**src/rtl/pa_dst_writeback.sv**
```systemverilog
// Output write-back stage: buffers packed int8 results in a small FIFO and
// writes them as consecutive words to destination memory for one job.
module pa_dst_writeback #(
   parameter int DATA_W     = 32,
   parameter int ADDR_W     = 32,
   parameter int FIFO_DEPTH = 4
) (
   input  logic              clk,
   input  logic              rst,
   input  logic              start,
   input  logic [ADDR_W-1:0] dst_base_addr,
   input  logic [31:0]       lhs_rows,
   input  logic [31:0]       rhs_rows,
   input  logic [DATA_W-1:0] result_in,
   input  logic              write_rdy,
   output logic              write_acq,
   output logic              mem_wr_req,
   output logic [ADDR_W-1:0] mem_wr_addr,
   output logic [DATA_W-1:0] mem_wr_data,
   input  logic              mem_wr_gnt,
   output logic              busy,
   output logic              done,
   output logic              err
);

   localparam int PTR_W = $clog2(FIFO_DEPTH);
   localparam logic [PTR_W:0] DEPTH_CNT = (PTR_W+1)'(FIFO_DEPTH);

   typedef enum logic [1:0] {IDLE, RUN, FIN} state_t;

   state_t            state;
   state_t            state_next;
   logic [ADDR_W-1:0] base_addr;
   logic [31:0]       total_words;
   logic [31:0]       in_cnt;
   logic [31:0]       out_cnt;
   logic [DATA_W-1:0] fifo_mem [FIFO_DEPTH];
   logic [PTR_W-1:0]  wr_ptr;
   logic [PTR_W-1:0]  rd_ptr;
   logic [PTR_W:0]    fifo_cnt;
   logic              err_q;
   logic              done_q;
   logic              cfg_bad;
   logic [31:0]       job_words;
   logic              push;
   logic              pop;
   logic              unused_cfg;

   assign unused_cfg = ^{lhs_rows[31:16], rhs_rows[31:18]};
   assign cfg_bad    = (rhs_rows[1:0] != 2'b00);
   assign job_words  = 32'(lhs_rows[15:0]) * 32'(rhs_rows[17:2]);
   assign push       = write_rdy && write_acq;
   assign pop        = mem_wr_req && mem_wr_gnt;

   always_ff @(posedge clk) begin
      if (rst) begin
         state <= IDLE;
      end else begin
         state <= state_next;
      end
   end

   // A zero-sized job still passes through FIN so the caller sees done.
   always_comb begin
      state_next = state;
      case (state)
         IDLE: begin
            if (start && !cfg_bad) begin
               state_next = (job_words == 32'd0) ? FIN : RUN;
            end
         end
         RUN: begin
            if (out_cnt == total_words) begin
               state_next = FIN;
            end
         end
         FIN:     state_next = IDLE;
         default: state_next = IDLE;
      endcase
   end

   // Address and data are forced to zero whenever no request is pending.
   always_comb begin
      write_acq   = 1'b0;
      mem_wr_req  = 1'b0;
      mem_wr_addr = '0;
      mem_wr_data = '0;
      busy        = (state == RUN);
      done        = done_q;
      err         = err_q;
      if (state == RUN) begin
         write_acq  = (in_cnt < total_words) && (fifo_cnt < DEPTH_CNT);
         mem_wr_req = (fifo_cnt != '0);
      end
      if (mem_wr_req) begin
         mem_wr_addr = base_addr + ADDR_W'({out_cnt, 2'b00});
         mem_wr_data = fifo_mem[rd_ptr];
      end
   end

   always_ff @(posedge clk) begin
      if (push) begin
         fifo_mem[wr_ptr] <= result_in;
      end
   end

   always_ff @(posedge clk) begin
      if (rst) begin
         base_addr   <= '0;
         total_words <= '0;
         in_cnt      <= '0;
         out_cnt     <= '0;
         wr_ptr      <= '0;
         rd_ptr      <= '0;
         fifo_cnt    <= '0;
         err_q       <= 1'b0;
         done_q      <= 1'b0;
      end else begin
         done_q <= (state == FIN);
         if (state == IDLE && start) begin
            in_cnt  <= '0;
            out_cnt <= '0;
            if (cfg_bad) begin
               err_q <= 1'b1;
            end else begin
               err_q       <= 1'b0;
               base_addr   <= dst_base_addr;
               total_words <= job_words;
            end
         end
         if (push) begin
            wr_ptr <= wr_ptr + 1'b1;
            in_cnt <= in_cnt + 32'd1;
         end
         if (pop) begin
            rd_ptr  <= rd_ptr + 1'b1;
            out_cnt <= out_cnt + 32'd1;
         end
         case ({push, pop})
            2'b10:   fifo_cnt <= fifo_cnt + 1'b1;
            2'b01:   fifo_cnt <= fifo_cnt - 1'b1;
            default: fifo_cnt <= fifo_cnt;
         endcase
      end
   end

endmodule

```
**config.mk**
```make
export PLATFORM = sky130hd
export DESIGN_NAME = pa_dst_writeback
export DESIGN_NICKNAME = d
export VERILOG_FILES = /design/src/rtl/pa_dst_writeback.sv
export SDC_FILE = /design/constraint.sdc
export NUM_CORES = 1
export LEC_CHECK = 0
export ABC_AREA = 1
export CAP_MARGIN = 20
export CORE_MARGIN = 2
export CORE_UTILIZATION = 45
export DETAILED_ROUTE_END_ITERATION = 8
export DONT_BUFFER_PORTS = 1
export GPL_TIMING_DRIVEN = 0
export PLACE_DENSITY_LB_ADDON = 0.05
export SETUP_SLACK_MARGIN = 0.15
export SYNTH_ARGS = -nofsm -noshare
export SYNTH_HDL_FRONTEND = slang
export SYNTH_SLANG_ARGS = --single-unit
```
**constraint.sdc**
```tcl
create_clock -name clk -period 7.6 [get_ports clk]
set_input_delay 2.28 -clock clk [delete_from_list [all_inputs] [get_ports clk]]
set_output_delay 2.28 -clock clk [all_outputs]
set_load 0.05 [all_outputs]
```
==> results.cfg, run 1 <==
[outcome]
outcome = finished clean

[cells_and_area]
final_common_cell = nand2_1
final_cell_mix = nand2_1, inv_1, nor2_1
nets = 3678
drive_gt1_frac = 0.0866
area_growth_pct = 13.3
antenna_cells = 0
final_core_util = 0.518

[grt]
overflow = 0
grt_max_degree = 25
grt_pass1_vias = 19700
globalRouteMet2Util = 0.437
track_usage = 0.261
use_met1 = 0.357
met3_usage = 0.0364
busiest_layer = met2
antenna_found_initial = 0
grt_pass1_wl_um = 109000

[detailed_routing]
drt-total-wl_um = 69900
drt-wirelength-per-cell_um = 18.0
vias_per_cell = 5.19
drtPass1Iterations = 6
drtIter0Drc = 1269
via_count = 20200
drc = 0
detail-route-antenna-nets = 0

[floorplanning]
core_area_mm2 = 0.0516
start_util = 0.457
num_rows = 83
ios = 202
die-width_um = 233
die_y_um = 233
fp.dieArea_mm2 = 0.0543

[power]
vdd_drop_max_mv = 0.418
comb_power_share = 0.713
finalPower_w = 0.0110
switching_share = 0.511
p_int_w = 0.00536
p_leak_nw = 12.7
seqPwrFrac = 0.149
pwr_density_cell_mw_per_mm2 = 410
p_clk_frac = 0.139
p_sw_w = 0.00560

[clocking]
cts-root-buf = clkbuf_16
clkTransAtPathRegs_ns = 0.06
cts_buffers = 30
htreeDepth = 1
clockBufferDepth = 3
clock_sinks = 269
clk_latency_ns = 0.57
cts_tree = yes

[setup_path]
cp.arrival_ns = 7.64
worst_path_max_delay_cell = fa_1
start_kind = input port
critical_path.top_delay_family = adder cells
regToRegStartpoint = total_words[13]$_SDFFE_PP0P_
r2r_cells = 18
r2r_slack_ns = 4.33
endpoint = state[0]$_SDFFE_PP0P_
max_stage_delay_ns = 0.52
timing.rr.end = fifo_cnt[2]$_SDFFE_PP0P_
end_kind = register
critPathBufInv = 9
crit_top_cell = nand2_1
critical_path.startpoint = rhs_rows[8]
critPathKind = input port to register
crit_cells = 32
cp_max_fo = 7
cp.required_ns = 8.07

[sta]
fin_crit_ns = 7.17
finalCritPeriodShare = 0.944
rsz0062_at_grt = no
max_freq_mhz = 139
finalMaxSlewViolations = 0
hold_slack_ns = 0.468
relSlewSlack = 0.188
setup_viol = 0
tightest_slew_ns = 1.22
finalHoldViolCount = 0
clock_skew_ns = 0.0224

[synthesis]
syn_area_mm2 = 0.0236
synth_edf_count = 128
synth_seq_cells = 269
seq_area_frac_synth = 0.283
syn_nets = 3603
synthCells = 3103
synth_cell_types = 57
ys.flop_type = dfxtp_1
synth_warnings = 0
synth_area_per_cell_um2 = 7.60
async_flop_share = 0

[placement]
post-dp-hpwl_um = 55600
place_congestion = 0.906
io_buffers = 0

[flow_run]
cap_violations = 0

[worst_hold_path]
holdPathStages = 1
hp-class = register to register
repair_timing:
action | CTS | global route
gates resized for setup | 101 | 179
buffers inserted | 2 | 32
setup endpoints to repair | 21 | 5
pin swaps | 1 | 39
hold buffers | 0 | 0
synthesized netlist by cell type, types with 8 or more instances:
cell / count / share of area
a21oi_1: 171 / 0.036
buf_1: 9 / 0.0014
buf_2: 12 / 0.0025
clkbuf_1: 109 / 0.017
dfxtp_1: 141 / 0.12
edfxtp_1: 128 / 0.16
fa_1: 196 / 0.17
ha_1: 171 / 0.091
inv_1: 585 / 0.093
nand2_1: 741 / 0.12
nand2_2: 9 / 0.0024
nand3_1: 167 / 0.035
nand4_1: 29 / 0.0077
nor2_1: 268 / 0.043
nor2_2: 9 / 0.0024
nor3_1: 33 / 0.0070
o21a_1: 8 / 0.0025
o21ai_0: 149 / 0.032
o22ai_1: 9 / 0.0024
xnor2_1: 33 / 0.012
xor2_1: 37 / 0.014
through the flow:
stage	cell area [um^2]	TNS, ns	setup WS, ns	std cells
after CTS	26000	0	0.154	3848
after floorplan	23600	0	0.150	3103
after detailed placement	24700	-15.25	-1.22	3792
after global routing	26700	0	0.135	3880
final	26700	0	0.429	3880
after global placement	24500	-14.90	-1.22	3783
flip-flops by register name, indices dropped and copies added (netlist names), named ones only:
name	cells
err	1
base_addr	32
total_words	32
wr_ptr	2
fifo_cnt	3
out_cnt	32
in_cnt	32
fifo_mem	128
state	2
done	1
rd_ptr	2
logic make-up (layout without fill, tap and decap cells):
logic type | Yosys count | in the layout | synth area share
and+or+nand+nor | 1292 | 1292 | 0.231
buffers and inverters | 728 | 825 | 0.117
AOI/OAI and AO/OA | 377 | 377 | 0.0865
adders and majority gates | 367 | 367 | 0.257
DFF | 269 | 269 | 0.283
xor gates and xnor gates | 70 | 70 | 0.0260
layer usage:
layer  share of wire  up-vias
met1            0.44     9636
met2            0.47      567
met5               0        -
met4           0.025        0
li1                -     9854
met3           0.064       99
how the worst min path moves through the flow:
stage,start,endpoint
after floorplan,fifo_cnt[0]$_SDFFE_PP0P_,fifo_cnt[0]$_SDFFE_PP0P_
after global placement,fifo_cnt[0]$_SDFFE_PP0P_,fifo_cnt[0]$_SDFFE_PP0P_
after detailed placement,fifo_cnt[0]$_SDFFE_PP0P_,fifo_cnt[0]$_SDFFE_PP0P_
after CTS,fifo_cnt[0]$_SDFFE_PP0P_,fifo_cnt[0]$_SDFFE_PP0P_
after global routing,base_addr[26]$_SDFFE_PP0P_,base_addr[26]$_SDFFE_PP0P_
final,fifo_cnt[0]$_SDFFE_PP0P_,fifo_cnt[0]$_SDFFE_PP0P_
cell type report:
type	count	area, um^2
buffer	134	1050
fill	5067	24900
sequential	269	6670
inverter	594	2230
timing repair buffer	43	422
clock buffer	43	841
tap	680	851
multi-input combinational	2106	14500
clock inverter	11	185
power by group through the flow:
stage | Combinational, W | Sequential (W) | Clock (W)
final | 0.00781 | 0.00163 | 0.00152
after global routing | 0.00877 | 0.00163 | 0.00160
after CTS | 0.00684 | 0.00163 | 0.00154
after detailed placement | 0.00662 | 0.00166 | 0
after global placement | 0.00660 | 0.00166 | 0
after floorplan | 0.00482 | 0.00165 | 0
worst register-to-register path, stage by stage (launching register included):
cell	delay, ns
dfxtp_1	0.35
inv_1	0.14
ha_1	0.33
nand4_1	0.12
nor2_1	0.15
nand2_1	0.06
nand2_1	0.08
nand2_1	0.06
nand2_1	0.10
nand2_1	0.07
nand3_2	0.14
buf_2	0.42
ha_1	0.22
inv_1	0.07
fa_1	0.38
a21oi_1	0.14
o21ai_0	0.10
o21ai_0	0.16
a21oi_1	0.06
Note: power is estimated with default switching activity, not from simulation.
==> run 2: changes to the inputs <==
--- a/config.mk
+++ b/config.mk
@@ -7,6 +7,7 @@
 export LEC_CHECK = 0
 export ABC_AREA = 1
 export CAP_MARGIN = 20
+export CORE_ASPECT_RATIO = 1.1
 export CORE_MARGIN = 2
 export CORE_UTILIZATION = 45
 export DETAILED_ROUTE_END_ITERATION = 8
==> results.cfg, run 2 (synthesis results as in run 1) <==
[outcome]
outcome = finished clean

[power]
finalPower_w = 0.0107
pwr_density_cell_mw_per_mm2 = 407
p_leak_nw = 12.5
vdd_drop_max_mv = 0.600

[clocking]
cts_buffers = 29
cts_tree = yes
clock_sinks = 269
postCtsHoldBufs = 0
cts-root-buf = clkbuf_16
htreeDepth = 1
clkTransAtPathRegs_ns = 0.06
clk_latency_ns = 0.57
clockBufferDepth = 3

[cells_and_area]
nets = 3657
largest_reg_flops = 128
drive_gt1_frac = 0.0796
final_cell_mix = nand2_1, inv_1, nor2_1
top_register = fifo_mem
final_common_cell = nand2_1
final_core_util = 0.505
final_cell_count_no_fill = 3853
antenna_cells = 0
area_growth_pct = 11.6

[setup_path]
max_stage_delay_ns = 0.56
critPathKind = input port to register
worst_path_max_delay_cell = fa_2
start_kind = input port
cp.arrival_ns = 7.72
cp_max_fo = 10
crit_top_cell = nand2_1
end_kind = register
cp.required_ns = 8.06

[detailed_routing]
drtPass1Iterations = 5
vias_per_cell = 5.18
detail-route-antenna-nets = 0
drt-total-wl_um = 69000
drc = 0
drtIter0Drc = 1229
via_count = 20000
drt-wirelength-per-cell_um = 17.9

[placement]
post-dp-hpwl_um = 55300
dp_cells = 3789
pre_cts_slack_ns = -1.11
place_congestion = 0.894
io_buffers = 0

[grt]
overflow = 0
track_usage = 0.257
grt_pass1_vias = 20000
grt_max_degree = 27
grt_pass1_wl_um = 110000
antenna_found_initial = 0

[sta]
tightest_slew_ns = 1.22
finalCritPeriodShare = 0.955
worst_slack_ns = 0.342
fin_crit_ns = 7.26
clock_skew_ns = 0.0257
finalMaxSlewViolations = 0
finalSetupTns_ns = 0
rsz0062_at_grt = no
setup_viol = 0
finalHoldViolCount = 0
relSlewSlack = 0.188
max_freq_mhz = 138

[floorplanning]
start_util = 0.453
die-width_um = 222
die_y_um = 244
core_area_mm2 = 0.0521
fp.dieArea_mm2 = 0.0543
num_rows = 88
ios = 202

[worst_hold_path]
hp-class = register to register

[flow_run]
cap_violations = 0
==> run 2: cell types whose count changed in the layout (fill, tap and decap cells not counted), moves of 3 or more <==
cell       change
nand2_1        +4
buf_12         -5
clkbuf_4       +8
bufinv_16      -3
buf_4         -18
buf_6          -7
buf_8          -4
nor2_2         +6
clkbuf_8       +7
nor2_1         -4
==> run 2: what timing repair did <==
item,CTS,global route
gates resized for setup,106,128
pin swaps,3,27
buffers inserted,3,9
hold endpoints to repair,0,0
endpoints found under the setup margin,19,2
==> run 2: area by class of cell <==
cell class                      count  area, um^2
Multi-Input combinational cell   2106       14500
Clock inverter                      8        97.6
Fill cell                        5157       25800
Buffer                            134         980
Inverter                          594        2230
Timing Repair Buffer               23         223
Tap cell                          675         845
Sequential cell                   269        6670
Clock buffer                       44         832
==> run 2: final timing paths <==
| check | start | end | slack (ns) | depth (start not counted) |
|---|---|---|---|---|
| max | rhs_rows[5] | state[0]$_SDFFE_PP0P_ | 0.34 | 29 |
| min | fifo_cnt[0]$_SDFFE_PP0P_ | fifo_cnt[0]$_SDFFE_PP0P_ | 0.46 | 1 |
| max reg2reg | total_words[11]$_SDFFE_PP0P_ | fifo_cnt[2]$_SDFFE_PP0P_ | 4.32 | 20 |
| min reg2reg | fifo_cnt[0]$_SDFFE_PP0P_ | fifo_cnt[0]$_SDFFE_PP0P_ | 0.46 | 1 |
==> run 2: where the power goes <==
part,switching (W),internal [W]
clock,0.000579,0.000820
sequential,0.0000399,0.00159
combinational,0.00490,0.00278
==> run 2: worst max-delay path, delay by kind of cell <==
| kind | cells | cell delay, ns |
|---|---|---|
| buf+inv | 7 | 0.68 |
| simple gates | 15 | 1.37 |
| fa+ha+maj | 7 | 3.37 |
==> run 2: per-layer routing <==
| metal | up-vias | track usage | share of wire |
|---|---|---|---|
| li1 | 9817 | - | - |
| met2 | 513 | 0.449 | 0.48 |
| met1 | 9533 | 0.337 | 0.44 |
| met4 | 0 | 0.0686 | 0.028 |
| met3 | 100 | 0.0335 | 0.055 |
| met5 | - | 0 | 0 |
==> run 2: through the flow <==
step	instance area [um^2]	hold WS [ns]
after floorplan	23600	0.423
final	26300	0.463
after detailed placement	24700	0.450
after global placement	24500	0.440
after CTS	26000	0.459
after global routing	26300	0.489
